`config.mk`:
```
export PLATFORM = sky130hd
export DESIGN_NAME = heapq_moore_flat
export DESIGN_NICKNAME = d
export VERILOG_FILES = /design/src/rtl/heapq_pkg.sv /design/src/rtl/heapq_moore_if.sv /design/src/rtl/heapq_min_child.sv /design/src/rtl/heapq_moore.sv /design/src/flat_wrapper.sv
export SDC_FILE = /design/constraint.sdc
export NUM_CORES = 1
export LEC_CHECK = 0
export CAP_MARGIN = 25
export CORE_AREA = 2 2 255 257
export CTS_BUF_LIST = sky130_fd_sc_hd__clkbuf_8
export CTS_CLUSTER_DIAMETER = 150
export DETAILED_ROUTE_END_ITERATION = 8
export DIE_AREA = 0 0 257 259
export PLACE_DENSITY = 0.55
export SYNTH_ARGS = -nofsm -noshare
export SYNTH_HDL_FRONTEND = slang
export SYNTH_SLANG_ARGS = --single-unit
```
`constraint.sdc`:
```
create_clock -name system1000 -period 15.4 [get_ports system1000]
set_input_delay 3.08 -clock system1000 [delete_from_list [all_inputs] [get_ports system1000]]
set_output_delay 3.08 -clock system1000 [all_outputs]
set_load 0.05 [all_outputs]
```
`src/rtl/heapq_pkg.sv`:
```
// rtl/heapq_pkg.sv - op codes, FSM states and heap index helpers for the min-heap queue
package heapq_pkg;

  localparam logic [1:0] OP_NOP     = 2'd0;
  localparam logic [1:0] OP_PUSH    = 2'd1;
  localparam logic [1:0] OP_POP     = 2'd2;
  localparam logic [1:0] OP_REPLACE = 2'd3;

  typedef enum logic [1:0] {
    ST_IDLE      = 2'd0,
    ST_SIFT_UP   = 2'd1,
    ST_SIFT_DOWN = 2'd2
  } heapq_state_e;

  function automatic int unsigned heap_parent(input int unsigned i);
    return (i == 0) ? 0 : (i - 1) / 2;
  endfunction

  function automatic int unsigned heap_left(input int unsigned i);
    return 2 * i + 1;
  endfunction

  function automatic int unsigned heap_right(input int unsigned i);
    return 2 * i + 2;
  endfunction

endpackage

```
`src/rtl/heapq_moore_if.sv`:
```
// rtl/heapq_moore_if.sv - command port and status bundle of the min-heap queue engine
interface heapq_moore_if #(
  parameter int DATA_W = 32,
  parameter int CNT_W  = 4
);
  logic              cmd_valid;
  logic              cmd_ready;
  logic [1:0]        cmd_op;
  logic [DATA_W-1:0] cmd_data;
  logic              top_valid;
  logic [DATA_W-1:0] top_data;
  logic [CNT_W-1:0]  count;
  logic              full;
  logic              empty;
  logic              err;

  modport master (
    output cmd_valid, cmd_op, cmd_data,
    input  cmd_ready, top_valid, top_data, count, full, empty, err
  );

  modport slave (
    input  cmd_valid, cmd_op, cmd_data,
    output cmd_ready, top_valid, top_data, count, full, empty, err
  );
endinterface

```
`src/rtl/heapq_min_child.sv`:
```
// rtl/heapq_min_child.sv - picks the smaller valid child of a heap node (left wins ties)
module heapq_min_child
  import heapq_pkg::*;
#(
  parameter int DATA_W = 32,
  parameter int CNT_W  = 4,
  parameter int IDX_W  = 3
) (
  input  logic [IDX_W-1:0]  i_cursor,
  input  logic [CNT_W-1:0]  i_count,
  input  logic [DATA_W-1:0] i_left_key,
  input  logic [DATA_W-1:0] i_right_key,
  output logic              o_has_child,
  output logic [IDX_W-1:0]  o_idx,
  output logic [DATA_W-1:0] o_key
);

  logic [31:0] w_left;
  logic [31:0] w_right;
  logic        w_left_vld;
  logic        w_right_vld;

  assign w_left      = heap_left(32'(i_cursor));
  assign w_right     = heap_right(32'(i_cursor));
  assign w_left_vld  = w_left < 32'(i_count);
  assign w_right_vld = w_right < 32'(i_count);

  // A valid right child implies a valid left child, so only the right needs a strict win
  always_comb begin
    o_has_child = w_left_vld;
    o_idx       = IDX_W'(w_left);
    o_key       = i_left_key;
    if (w_right_vld && (i_right_key < i_left_key)) begin
      o_idx = IDX_W'(w_right);
      o_key = i_right_key;
    end
  end

endmodule

```
`src/rtl/heapq_moore.sv`:
```
// rtl/heapq_moore.sv - min-priority queue with per-level sift FSM; REPLACE gated by HEAPQ_REPLACE_EN
module heapq_moore
  import heapq_pkg::*;
#(
  parameter int DATA_W = 32,
  parameter int DEPTH  = 8,
  parameter int CNT_W  = $clog2(DEPTH + 1)
) (
  input  logic         system1000,
  input  logic         system1000_rstn,
  heapq_moore_if.slave q
);

  localparam int IDX_W = $clog2(DEPTH);
  localparam logic [CNT_W-1:0] FULL_CNT = CNT_W'(DEPTH);

  heapq_state_e      r_state;
  heapq_state_e      w_state_nxt;
  logic [DATA_W-1:0] r_heap [DEPTH];
  logic [CNT_W-1:0]  r_count;
  logic [IDX_W-1:0]  r_cursor;
  logic              r_full;
  logic              r_empty;
  logic              r_err;

  logic              w_wr_a, w_wr_b;
  logic [IDX_W-1:0]  w_a_idx, w_b_idx;
  logic [DATA_W-1:0] w_a_data, w_b_data;
  logic              w_cnt_inc, w_cnt_dec;
  logic [CNT_W-1:0]  w_cnt_nxt;
  logic              w_cur_ld;
  logic [IDX_W-1:0]  w_cur_nxt;
  logic              w_reject;

  logic              w_push_op, w_pop_op, w_repl_root, w_op3_rej;
  logic [IDX_W-1:0]  w_cnt_idx, w_last_idx, w_push_par, w_cur_par;
  logic              w_push_sift;
  logic [31:0]       w_left_i, w_right_i;
  logic [IDX_W-1:0]  w_lidx, w_ridx;
  logic              w_mc_has;
  logic [IDX_W-1:0]  w_mc_idx;
  logic [DATA_W-1:0] w_mc_key;
  logic              w_mc_deeper;

  // Op decode; REPLACE on an empty heap is folded into PUSH
`ifdef HEAPQ_REPLACE_EN
  assign w_push_op   = (q.cmd_op == OP_PUSH) || ((q.cmd_op == OP_REPLACE) && r_empty);
  assign w_repl_root = (q.cmd_op == OP_REPLACE) && !r_empty;
  assign w_op3_rej   = 1'b0;
`else
  assign w_push_op   = (q.cmd_op == OP_PUSH);
  assign w_repl_root = 1'b0;
  assign w_op3_rej   = (q.cmd_op == OP_REPLACE);
`endif
  assign w_pop_op = (q.cmd_op == OP_POP);

  assign w_cnt_idx  = r_full ? '0 : IDX_W'(r_count);
  assign w_last_idx = r_empty ? '0 : IDX_W'(32'(r_count) - 32'd1);
  assign w_push_par = IDX_W'(heap_parent(32'(w_cnt_idx)));
  assign w_cur_par  = IDX_W'(heap_parent(32'(r_cursor)));

  // Sift-up is only entered when the first comparison already calls for a swap
  assign w_push_sift = !r_empty && (r_heap[w_push_par] > q.cmd_data);

  assign w_left_i  = heap_left(32'(r_cursor));
  assign w_right_i = heap_right(32'(r_cursor));
  assign w_lidx    = (w_left_i < 32'(r_count)) ? IDX_W'(w_left_i) : '0;
  assign w_ridx    = (w_right_i < 32'(r_count)) ? IDX_W'(w_right_i) : '0;

  heapq_min_child #(
    .DATA_W (DATA_W),
    .CNT_W  (CNT_W),
    .IDX_W  (IDX_W)
  ) u_min_child (
    .i_cursor    (r_cursor),
    .i_count     (r_count),
    .i_left_key  (r_heap[w_lidx]),
    .i_right_key (r_heap[w_ridx]),
    .o_has_child (w_mc_has),
    .o_idx       (w_mc_idx),
    .o_key       (w_mc_key)
  );

  assign w_mc_deeper = heap_left(32'(w_mc_idx)) < 32'(r_count);

  always_ff @(posedge system1000) begin
    if (!system1000_rstn) r_state <= ST_IDLE;
    else                  r_state <= w_state_nxt;
  end

  always_comb begin
    w_state_nxt = r_state;
    w_wr_a      = 1'b0;
    w_a_idx     = '0;
    w_a_data    = '0;
    w_wr_b      = 1'b0;
    w_b_idx     = '0;
    w_b_data    = '0;
    w_cnt_inc   = 1'b0;
    w_cnt_dec   = 1'b0;
    w_cur_ld    = 1'b0;
    w_cur_nxt   = '0;
    w_reject    = 1'b0;
    case (r_state)
      ST_IDLE: begin
        if (q.cmd_valid) begin
          if (w_push_op) begin
            if (r_full) begin
              w_reject = 1'b1;
            end else begin
              w_wr_a    = 1'b1;
              w_a_idx   = w_cnt_idx;
              w_a_data  = q.cmd_data;
              w_cnt_inc = 1'b1;
              if (w_push_sift) begin
                w_cur_ld    = 1'b1;
                w_cur_nxt   = w_cnt_idx;
                w_state_nxt = ST_SIFT_UP;
              end
            end
          end else if (w_pop_op) begin
            if (r_empty) begin
              w_reject = 1'b1;
            end else begin
              w_wr_a    = 1'b1;
              w_a_idx   = '0;
              w_a_data  = r_heap[w_last_idx];
              w_cnt_dec = 1'b1;
              w_cur_ld  = 1'b1;
              if (r_count > CNT_W'(2)) w_state_nxt = ST_SIFT_DOWN;
            end
          end else if (w_repl_root) begin
            w_wr_a   = 1'b1;
            w_a_idx  = '0;
            w_a_data = q.cmd_data;
            w_cur_ld = 1'b1;
            if (r_count > CNT_W'(1)) w_state_nxt = ST_SIFT_DOWN;
          end else if (w_op3_rej) begin
            w_reject = 1'b1;
          end
        end
      end
      ST_SIFT_UP: begin
        w_state_nxt = ST_IDLE;
        if ((r_cursor != '0) && (r_heap[w_cur_par] > r_heap[r_cursor])) begin
          w_wr_a    = 1'b1;
          w_a_idx   = r_cursor;
          w_a_data  = r_heap[w_cur_par];
          w_wr_b    = 1'b1;
          w_b_idx   = w_cur_par;
          w_b_data  = r_heap[r_cursor];
          w_cur_ld  = 1'b1;
          w_cur_nxt = w_cur_par;
          if (w_cur_par != '0) w_state_nxt = ST_SIFT_UP;
        end
      end
      ST_SIFT_DOWN: begin
        w_state_nxt = ST_IDLE;
        if (w_mc_has && (w_mc_key < r_heap[r_cursor])) begin
          w_wr_a    = 1'b1;
          w_a_idx   = r_cursor;
          w_a_data  = w_mc_key;
          w_wr_b    = 1'b1;
          w_b_idx   = w_mc_idx;
          w_b_data  = r_heap[r_cursor];
          w_cur_ld  = 1'b1;
          w_cur_nxt = w_mc_idx;
          if (w_mc_deeper) w_state_nxt = ST_SIFT_DOWN;
        end
      end
      default: w_state_nxt = ST_IDLE;
    endcase
  end

  always_comb begin
    w_cnt_nxt = r_count;
    if (w_cnt_inc) w_cnt_nxt = r_count + CNT_W'(1);
    if (w_cnt_dec) w_cnt_nxt = r_count - CNT_W'(1);
  end

  always_ff @(posedge system1000) begin
    if (!system1000_rstn) begin
      for (int i = 0; i < DEPTH; i++) r_heap[i] <= '0;
      r_count  <= '0;
      r_cursor <= '0;
      r_full   <= 1'b0;
      r_empty  <= 1'b1;
      r_err    <= 1'b0;
    end else begin
      if (w_wr_a) r_heap[w_a_idx] <= w_a_data;
      if (w_wr_b) r_heap[w_b_idx] <= w_b_data;
      if (w_cur_ld) r_cursor <= w_cur_nxt;
      r_count <= w_cnt_nxt;
      r_full  <= (w_cnt_nxt == FULL_CNT);
      r_empty <= (w_cnt_nxt == '0);
      r_err   <= w_reject;
    end
  end

  assign q.cmd_ready = (r_state == ST_IDLE);
  assign q.top_valid = !r_empty && (r_state == ST_IDLE);
  assign q.top_data  = r_heap[0];
  assign q.count     = r_count;
  assign q.full      = r_full;
  assign q.empty     = r_empty;
  assign q.err       = r_err;

endmodule

```
`src/flat_wrapper.sv`:
```
// flat-port wrapper written by rule: the top's interface ports become plain ports
module heapq_moore_flat import heapq_pkg::*;
#(
  parameter int DATA_W = 32,
  parameter int DEPTH  = 8,
  parameter int CNT_W  = $clog2(DEPTH + 1)
)
  (system1000, system1000_rstn, q_cmd_valid, q_cmd_op, q_cmd_data, q_cmd_ready, q_top_valid, q_top_data, q_count, q_full, q_empty, q_err);
  heapq_moore_if #(.DATA_W(DATA_W), .CNT_W(CNT_W)) q_i ();
  input  logic system1000;
  input  logic system1000_rstn;
  input wire logic [$bits(q_i.cmd_valid)-1:0] q_cmd_valid;
  input wire logic [$bits(q_i.cmd_op)-1:0] q_cmd_op;
  input wire logic [$bits(q_i.cmd_data)-1:0] q_cmd_data;
  output wire logic [$bits(q_i.cmd_ready)-1:0] q_cmd_ready;
  output wire logic [$bits(q_i.top_valid)-1:0] q_top_valid;
  output wire logic [$bits(q_i.top_data)-1:0] q_top_data;
  output wire logic [$bits(q_i.count)-1:0] q_count;
  output wire logic [$bits(q_i.full)-1:0] q_full;
  output wire logic [$bits(q_i.empty)-1:0] q_empty;
  output wire logic [$bits(q_i.err)-1:0] q_err;
  assign q_i.cmd_valid = q_cmd_valid;
  assign q_i.cmd_op = q_cmd_op;
  assign q_i.cmd_data = q_cmd_data;
  assign q_cmd_ready = q_i.cmd_ready;
  assign q_top_valid = q_i.top_valid;
  assign q_top_data = q_i.top_data;
  assign q_count = q_i.count;
  assign q_full = q_i.full;
  assign q_empty = q_i.empty;
  assign q_err = q_i.err;
  heapq_moore #(.DATA_W(DATA_W), .DEPTH(DEPTH), .CNT_W(CNT_W)) u_core (.system1000(system1000), .system1000_rstn(system1000_rstn), .q(q_i));
endmodule
```
==> results_dict.tcl, run 1 <==
set metrics [dict create \
    status "completed" \
    synth_common_cells "nand2_1, edfxtp_1, mux4_2" \
    fp.dieArea_mm2 0.0666 \
    ioPinCount 78 \
    powerDensity_mw_per_mm2 80.9 \
    grt_pass1_wl_um 165000 \
    p_seq_share_pct 37.7 \
    regArea_mm2 0.00801 \
    yosysSeqAreaShare_pct 30.2 \
    ir_drop_mv 0.0599 \
    pwr-share-clk_pct 30.8 \
    layout-drive-gt1-share_pct 20.5 \
    hold_path_startpoint "u_core.r_state[0]" \
    fillers 5880 \
    ctsHoldBuffers 0 \
    final_nets 2682 \
    place_area_mm2 0.0281 \
    ant_nets 0 \
    port_buffers 77 \
    slowest_stage "nand3_2" \
    area_growth_syn_to_layout_pct 10.2 \
    vias_per_cell 7.15 \
    clock_latency_ps 700 \
    grt_setup_unrepaired "no" \
    final_max_slew_viol_count 0 \
    multi_input_area_mm2 0.0174 \
    fp-row-count 93 \
    finalSetupViolCount 0 \
    worst-path-max-fanout 40 \
    synth_area_leader_cell "edfxtp_1" \
    crit_top_cell "buf_4" \
    pwr-share-comb_pct 31.5 \
    cts_tree "yes" \
    worstHoldEndpoint "u_core.r_state[0]" \
    worstSetupEndpointType "flip-flop" \
    hold_class "flip-flop to flip-flop" \
    period_minus_slack_ps 12110 \
    hold_viol_final 0 \
    path_class "flip-flop to flip-flop" \
    rr_worst_depth 32 \
    drc 0 \
    ys_seq_elements 271 \
    r2r_end "u_core.r_heap[0][20]" \
    dp.cells 3292 \
    synth_warnings 0 \
    yosys_most_used_dff "edfxtp_1" \
    die_w_um 257 \
    vias 24300 \
    finClkSkew_ps 32.3 \
    clock-sinks 271 \
    cap_violations 0 \
    postCtsSetupBuffers 0 \
    cp.arrival_ps 12500 \
    wl_per_cell_um 33.2 \
    cts_max_path_buffers 3 \
    syn_nets 2710 \
    design_area_mm2 0.0292 \
    layout.cells.non_filler 3394 \
    synthArstFlopShare_pct 0 \
    drt_iter0_drc 3664 \
    regToRegStartpoint "u_core.r_cursor[1]" \
    post-route-period-util_pct 78.6 \
    grt_pass1_vias 24300 \
    synth_area_leaders "edfxtp_1, mux4_2, ha_1" \
    cts.repair.resized 0 \
    avgSynthCellArea_um2 10.5 \
    p_leak_nw 10.2 \
    switchingPower_uw 882 \
    core_area_mm2 0.0639 \
    grtUsageTotal_pct 33.4 \
    dr.pass1.iters 7 \
    antenna_found_initial 2 \
    worst_pin_slew_ps 1060 \
    dp_hpwl_um 76800 \
    die_h_um 259 \
    cts.htree.levels 2 \
    wl_um 113000 \
    postSynthCellCount 2524 \
    grt-ovfl-total 0 \
    cts_root_buf "clkbuf_8" \
    cpPeakStageDelay_ps 790 \
    synth_edf_count 256 \
    relSlewSlack_pct 28.4 \
    floorplan.initialDensity_pct 41.4 \
    startpoint_type "flip-flop" \
    swShare_pct 37.4 \
    required_ps 15780 \
    clkSlewWorstSetupHoldPaths_ps 60 \
    synth_top_area_share_pct 29.0 \
    reg2reg_slack_ps 3290 \
    grt_max_degree 66 \
    hold_depth 2 \
    cts_inserted_buffers 53 \
    internal-power_mw 1.48 \
    syn-cell-area_mm2 0.0265 \
    setup_tns_ps 0 \
    ys_types 91 \
    gp_congestion 0.999 \
    max_freq_ghz 0.0826 \
    yosysMostFrequentCell "nand2_1" \
]
## sequential cells by signal, summed over array words and instances (netlist names), named ones only
| name | cells |
|---|---|
| u_core.q.count | 4 |
| u_core.r_cursor | 3 |
| u_core.q.full | 1 |
| u_core.q.err | 1 |
| u_core.r_state | 2 |
| u_core.r_heap | 256 |
| u_core.q.empty | 1 |
## final cells by class
class | count | area share [%]
Multi-Input combinational cell | 1945 | 59.8
Sequential cell | 271 | 27.5
Timing Repair Buffer | 140 | 4.65
Tap cell | 855 | 3.67
Clock buffer | 53 | 2.50
Inverter | 85 | 1.09
Clock inverter | 44 | 0.871
Antenna cell | 1 | 0.00858
## per-layer routing
| metal | up-vias | routed length, um | global-route usage (%) |
|---|---|---|---|
| met5 | - | 15 | 0 |
| met4 | 2 | 5670 | 16.2 |
| met3 | 347 | 12500 | 7.21 |
| met2 | 1759 | 51200 | 52.6 |
| met1 | 12100 | 43300 | 43.8 |
| li1 | 10100 | - | - |
## power by group through the flow
| stage | Clock [mW] | Sequential, mW | Combinational (mW) |
|---|---|---|---|
| floorplan | 0 | 0.893 | 0.479 |
| global placement | 0 | 0.901 | 0.712 |
| detailed placement | 0 | 0.902 | 0.722 |
| CTS | 0.728 | 0.887 | 0.726 |
| global route | 0.752 | 0.892 | 0.791 |
| finish | 0.727 | 0.891 | 0.743 |
## metrics by stage
stage | setup WS (ps) | power, mW | util [%] | hold slack [ps]
after global placement | 3160 | 1.61 | 43.8 | 545
after floorplan | 6360 | 1.37 | - | 519
after detailed placement | 3400 | 1.62 | 44.0 | 558
final | 3290 | 2.36 | 45.6 | 564
after global routing | 2890 | 2.44 | 45.6 | 600
after CTS | 3340 | 2.34 | 45.5 | 565
## worst max-delay path, delay by kind of cell (launching register included)
kind / cells / cell delay, ps
xor gates and xnor gates: 1 / 80
DFF: 1 / 320
AOI/OAI and AO/OA: 12 / 3400
buffers and inverters: 7 / 3030
and+or+nand+nor: 7 / 3240
muxes: 1 / 390
adders and majority gates: 4 / 1220
## how the worst max path moves through the flow
stage                             startpoint                    to  slack [ps]  cells after the start
after global placement    u_core.r_cursor[1]  u_core.r_heap[1][31]        3160                     28
after detailed placement  u_core.r_cursor[1]  u_core.r_heap[0][26]        3400                     32
after CTS                 u_core.r_cursor[1]  u_core.r_heap[0][20]        3340                     32
after global routing      u_core.r_cursor[1]  u_core.r_heap[0][20]        2890                     33
after floorplan           u_core.r_cursor[1]   u_core.r_heap[5][0]        6360                     34
final                     u_core.r_cursor[1]  u_core.r_heap[0][20]        3290                     32
## placed cells by master (no fill, tap or decap), types with 19 or more instances in the layout
cell,n
a31oi_1,34
buf_4,52
a311oi_1,19
a221oi_1,19
edfxtp_1,256
o31ai_1,137
o22ai_1,128
nand2b_1,34
o21a_1,21
nand2_1,340
clkdlybuf4s50_1,77
o211ai_1,19
a21oi_1,57
nor2_1,70
nor3b_1,32
clkbuf_8,53
mux4_2,226
ha_1,147
mux2i_1,119
a211oi_1,56
and2_1,43
o21ai_0,82
nand3_1,47
a221o_1,19
a21o_1,24
inv_1,94
mux2_2,87
## kinds of logic (layout without fill, tap and decap cells)
logic type | after synthesis | in the layout | share of synthesized area (%)
AOI/OAI and AO/OA | 690 | 690 | 18.3
and+or+nand+nor | 667 | 667 | 12.0
muxes | 433 | 433 | 27.5
buffers and inverters | 308 | 322 | 4.75
DFF | 271 | 271 | 30.2
adders and majority gates | 149 | 149 | 7.04
xor gates and xnor gates | 6 | 6 | 0.199
other | 0 | 1 | 0
Note: power is estimated with default switching activity, not from simulation.
==> run 2: changes to the inputs <==
==> constraint.sdc (replaced) <==
create_clock -name system1000 -period 12.2 [get_ports system1000]
set_input_delay 2.44 -clock system1000 [delete_from_list [all_inputs] [get_ports system1000]]
set_output_delay 2.44 -clock system1000 [all_outputs]
set_load 0.05 [all_outputs]
==> run 2 against run 1 <==
Clock-buffer cell count unchanged. Flip-flop and latch count is the same. Non-clock buffer count rose by 15. Largest power group unchanged.
==> results_dict.tcl, run 2 (synthesized netlist as in run 1, its figures left out) <==
set metrics [dict create \
    max_freq_ghz 0.0863 \
    final_max_slew_viol_count 0 \
    area_growth_syn_to_layout_pct 10.4 \
    cap_violations 0 \
    grt_pass1_vias 24200 \
    drt_iter0_drc 3939 \
    cts.repair.resized 0 \
    cts_root_buf "clkbuf_8" \
    die_h_um 259 \
    period_minus_slack_ps 11590 \
    reg2reg_slack_ps 610 \
    place_area_mm2 0.0282 \
    switchingPower_mw 1.11 \
    finalSetupViolCount 0 \
    p_total_mw 3.00 \
    critPathCapture "u_core.r_heap[7][13]" \
    pwr-share-clk_pct 30.9 \
    gp_congestion 1.01 \
    relSlewSlack_pct 24.3 \
    powerDensity_mw_per_mm2 103 \
    r2r_end "u_core.r_heap[7][13]" \
    fp-row-count 93 \
    critPathLaunch "u_core.r_cursor[1]" \
    largest_register_ffs 256 \
    wl_per_cell_um 33.7 \
    postCtsSetupBuffers 0 \
    grtUsageTotal_pct 33.9 \
    cpPeakStageDelay_ps 1040 \
    pwr-share-comb_pct 31.7 \
    dp_hpwl_um 76300 \
    worst_pin_slew_ps 1130 \
    whs_ps 588 \
    design_area_mm2 0.0292 \
    hold_viol_final 0 \
    core_area_mm2 0.0639 \
    post-route-period-util_pct 95.0 \
    setup_tns_ps 0 \
    floorplan.initialDensity_pct 41.4 \
    vias 24600 \
    path_class "flip-flop to flip-flop" \
    cts.htree.levels 2 \
    clkSlewWorstSetupHoldPaths_ps 70 \
    largest-register "u_core.r_heap" \
    regToRegStartpoint "u_core.r_cursor[1]" \
    worstSetupEndpointType "flip-flop" \
    slowest_stage "nand3b_1" \
    final_common_cell "nand2_1" \
    vias_per_cell 7.21 \
    clock-sinks 271 \
    grt_setup_unrepaired "no" \
    antenna_found_initial 2 \
    die_w_um 257 \
    grt_pass1_wl_um 166000 \
    status "completed" \
    fp.dieArea_mm2 0.0666 \
    grt-ovfl-total 0 \
    hold_class "flip-flop to flip-flop" \
    rr_worst_depth 32 \
    ant_nets 0 \
    p_seq_share_pct 37.3 \
    finClkSkew_ps 42.2 \
    startpoint_type "flip-flop" \
    required_ps 12580 \
    cts_max_path_buffers 3 \
    wl_um 115000 \
    dr.pass1.iters 7 \
    hold_path_startpoint "u_core.r_state[1]" \
    cts_inserted_buffers 53 \
    cts_tree "yes" \
    clock_latency_ps 700 \
    drc 0 \
    ctsHoldBuffers 0 \
    p_leak_nw 10.2 \
    cp.arrival_ps 11970 \
    ir_drop_mv 0.0658 \
    layout-drive-gt1-share_pct 21.0 \
    grt_max_degree 55 \
    internal-power_mw 1.89 \
    worst-path-max-fanout 34 \
    final_cell_mix "nand2_1, edfxtp_1, mux4_2" \
    ioPinCount 78 \
    crit_top_cell "ha_1" \
    port_buffers 77 \
    final_nets 2697 \
    swShare_pct 37.1 \
]
[run 2: cell count changes in the layout (fill, tap and decap cells not counted), sizes merged]
cell / change
buf: +16
clkinvlp: -3
clkinv: +2
inv: -2
bufinv: +1
clkbuf: -1
[run 2: routing by layer]
metal / wire length (um) / vias up / GRT usage, % / share of wire, %
met4: 6350 / 2 / 16.8 / 5.5
met5: 6 / - / 0 / 0.0052
li1: - / 10100 / - / -
met3: 13700 / 382 / 8.42 / 12
met1: 42300 / 12200 / 42.8 / 37
met2: 52600 / 1897 / 54.5 / 46
[run 2: critical path: cells and delay by family, from the launching register on]
kind                     cells  cell delay [ps]
adder cells (fa/ha/maj)      4             1320
AO/OA/AOI/OAI               12             2670
buffers and inverters        5             1460
AND/OR/NAND/NOR             10             4740
flip-flops                   1              750
multiplexers                 1              260
[run 2: area by class of cell]
class                      instances  area [um2]
fill                            5871       34700
multi-input combinational       1945       17400
sequential                       271        8010
timing repair buffer             155        1400
tap                              855        1070
clock buffer                      53         729
inverter                          85         319
clock inverter                    42         265
antenna                            1        2.50
[run 2: worst min path at each step]
stage / cells past startpoint / to
3_5_place_dp: 2 / u_core.r_state[1]
3_3_place_gp: 2 / u_core.r_state[1]
4_1_cts: 2 / u_core.r_state[1]
2_1_floorplan: 2 / u_core.r_state[0]
5_1_grt: 2 / u_core.r_state[1]
6_report: 2 / u_core.r_state[1]
[run 2: stage by stage]
| stage | cells | worst slack [ps] | utilization [%] |
|---|---|---|---|
| global route | 3407 | 42.7 | 45.7 |
| detailed placement | 3311 | 1100 | 44.2 |
| CTS | 3406 | 1100 | 45.7 |
| finish | 3407 | 607 | 45.7 |
| floorplan | 2524 | 3160 | - |
| global placement | 3308 | 1310 | 44.1 |
[run 2: power by group through the flow]
stage / Combinational, mW / Sequential, mW / Clock [mW]
floorplan: 0.605 / 1.13 / 0
global placement: 0.910 / 1.13 / 0
detailed placement: 0.924 / 1.14 / 0
CTS: 0.929 / 1.12 / 0.933
global route: 1.01 / 1.12 / 0.970
finish: 0.952 / 1.12 / 0.928
==> variant: new RTL, settings of run 1 <==
`DEPTH` is set to 8 in 2 places; all go to 4.
--- a/src/rtl/heapq_moore.sv
+++ b/src/rtl/heapq_moore.sv
@@ -5,3 +5,3 @@
   parameter int DATA_W = 32,
-  parameter int DEPTH  = 8,
+  parameter int DEPTH  = 4,
   parameter int CNT_W  = $clog2(DEPTH + 1)
--- a/src/flat_wrapper.sv
+++ b/src/flat_wrapper.sv
@@ -4,3 +4,3 @@
   parameter int DATA_W = 32,
-  parameter int DEPTH  = 8,
+  parameter int DEPTH  = 4,
   parameter int CNT_W  = $clog2(DEPTH + 1)
Ports: changed (resized q_count); port bits go from 78 to 77. The function was not compared with the original's and may differ.
==> variant against run 1 <==
- setup slack better by 1.9 ns
- clock skew is 0.0017 ns lower
- cell area is 43% lower
- power is 39% lower
- sequential power is 48% lower
- area after synthesis is 46% lower
- sequential cell count is 131 lower
- routed wire length is 54% lower
- critical path type unchanged
- critical endpoint is now u_core.r_heap[2][14]
- highest routed layer is now met4
==> variant: results (changes against run 1) <==
power density cells 86.1 nW/um^2 (+6.4%); crit path max fanout 43 (+7.5%); maximum number of pins on one net before global-route repair 65 (-1.5%); First-pass DRT Iterations 8 (+1); overall global routing resource usage 15.4% (-18 points); estimated wirelength of the detail-placed design 36.4 mm (-53%); unique cell type count in the Yosys netlist 66 (-27%); wire length of the first global-routing pass 79.1 mm (-52%); sequential area share after synthesis 28.4% (-1.8 points); Starting DRT DRC Count 1317 (-64%); Total Wirelength 51.6 mm (-54%); maximum ir drop on the vdd rail 44.6 uV (-26%); max FFs per register 128 (-50%); worst clock skew 0.0306 ns (-0.00168 ns); CTS HTree Levels 4 (+2); post-CTS clock slew at the launch and capture registers of the worst setup and hold paths 0.10 ns (+0.04 ns); slew at the pin closest to its max-slew limit 1.02 ns (-0.0460 ns); Avg Synthesized Cell Area 9.99 um^2 (-4.7%); top area cells in the synthesized netlist edfxtp_1 (27%), ha_1 (12%), mux4_2 (11%); Worst path top cell family by delay simple AND/OR/NAND/NOR gates; largest buffer count on any clock path 2 (-1); routed length per placed instance 22.1 um (-33%); number of enable flip-flop cells after synthesis 128 (-50%); share of layout cells above drive strength 1 17.0% (-3.5 points); initial antenna violation count 1 (-1); total number of vias 12489 (-49%); placed inst area 16200 um^2 (-42%); status complete, no violations
## variant: final timing paths
path	from	end	slack (ns)	depth (start not counted)
worst max register to register	u_core.r_cursor[0]	u_core.r_heap[2][14]	5.20	25
worst max-delay path	u_core.r_cursor[0]	u_core.r_heap[2][14]	5.20	25
worst min register to register	u_core.r_state[1]	u_core.r_state[1]	0.52	2
worst min-delay path	u_core.r_state[1]	u_core.r_state[1]	0.52	2
## variant: where the power goes
group / switching [W] / internal [W] / total [W]
registers: 0.0000333 / 0.000433 / 0.000467
clock network: 0.000171 / 0.000143 / 0.000315
logic: 0.000387 / 0.000264 / 0.000652
total: 0.000592 / 0.000841 / 0.00143
## variant: logic make-up (layout without fill, tap and decap cells)
family	Yosys count	after routing	share of synthesized area (%)
compound gates	415	415	20.4
xor+xnor	3	3	0.182
fa+ha+maj	144	144	12.6
buf+inv	188	224	5.23
flops	140	140	28.4
mux	228	228	22.4
other cells	0	1	0
simple gates	324	324	10.8
## variant: layout make-up
class | instances | area [um^2]
Clock inverter | 15 | 146
Multi-Input combinational cell | 1114 | 9670
Inverter | 87 | 327
Fill cell | 6724 | 47200
Sequential cell | 140 | 4090
Tap cell | 855 | 1070
Timing Repair Buffer | 105 | 1100
Clock buffer | 17 | 234
Antenna cell | 1 | 2.50
## variant: metal layers
metal | track usage, % | part of all wire (%)
met1 | 20.3 | 43
met2 | 25.0 | 47
met3 | 2.69 | 6.8
met4 | 6.01 | 3.2
met5 | 0 | 0
## variant: worst reg2reg max path, stage by stage (launching register included)
cell       delay [ns]
dfxtp_2          0.33
buf_4            0.60
inv_2            0.31
fa_1             0.60
o21a_1           0.13
a31oi_2          0.06
nor2_4           0.77
mux2_2           0.47
ha_1             0.31
a2111oi_0        0.39
o21ai_0          0.17
o311a_1          0.36
nor3_2           0.22
buf_4            0.39
o21ai_0          0.26
ha_1             0.34
and4_1           0.22
nor3b_1          0.20
o311a_1          0.16
nor4_1           0.44
o31a_2           0.88
nand2b_1         0.18
nand4_1          0.69
buf_4            0.45
nand3_2          0.60
buf_16           0.40
## variant: stage by stage
| stage | total power (W) | hold slack (ns) | worst slack, ns |
|---|---|---|---|
| global placement | 0.00110 | 0.481 | 5.04 |
| floorplan | 0.000932 | 0.465 | 7.16 |
| CTS | 0.00143 | 0.517 | 4.67 |
| detailed placement | 0.00112 | 0.497 | 4.73 |
| finish | 0.00143 | 0.524 | 5.20 |
| global route | 0.00152 | 0.538 | 4.63 |
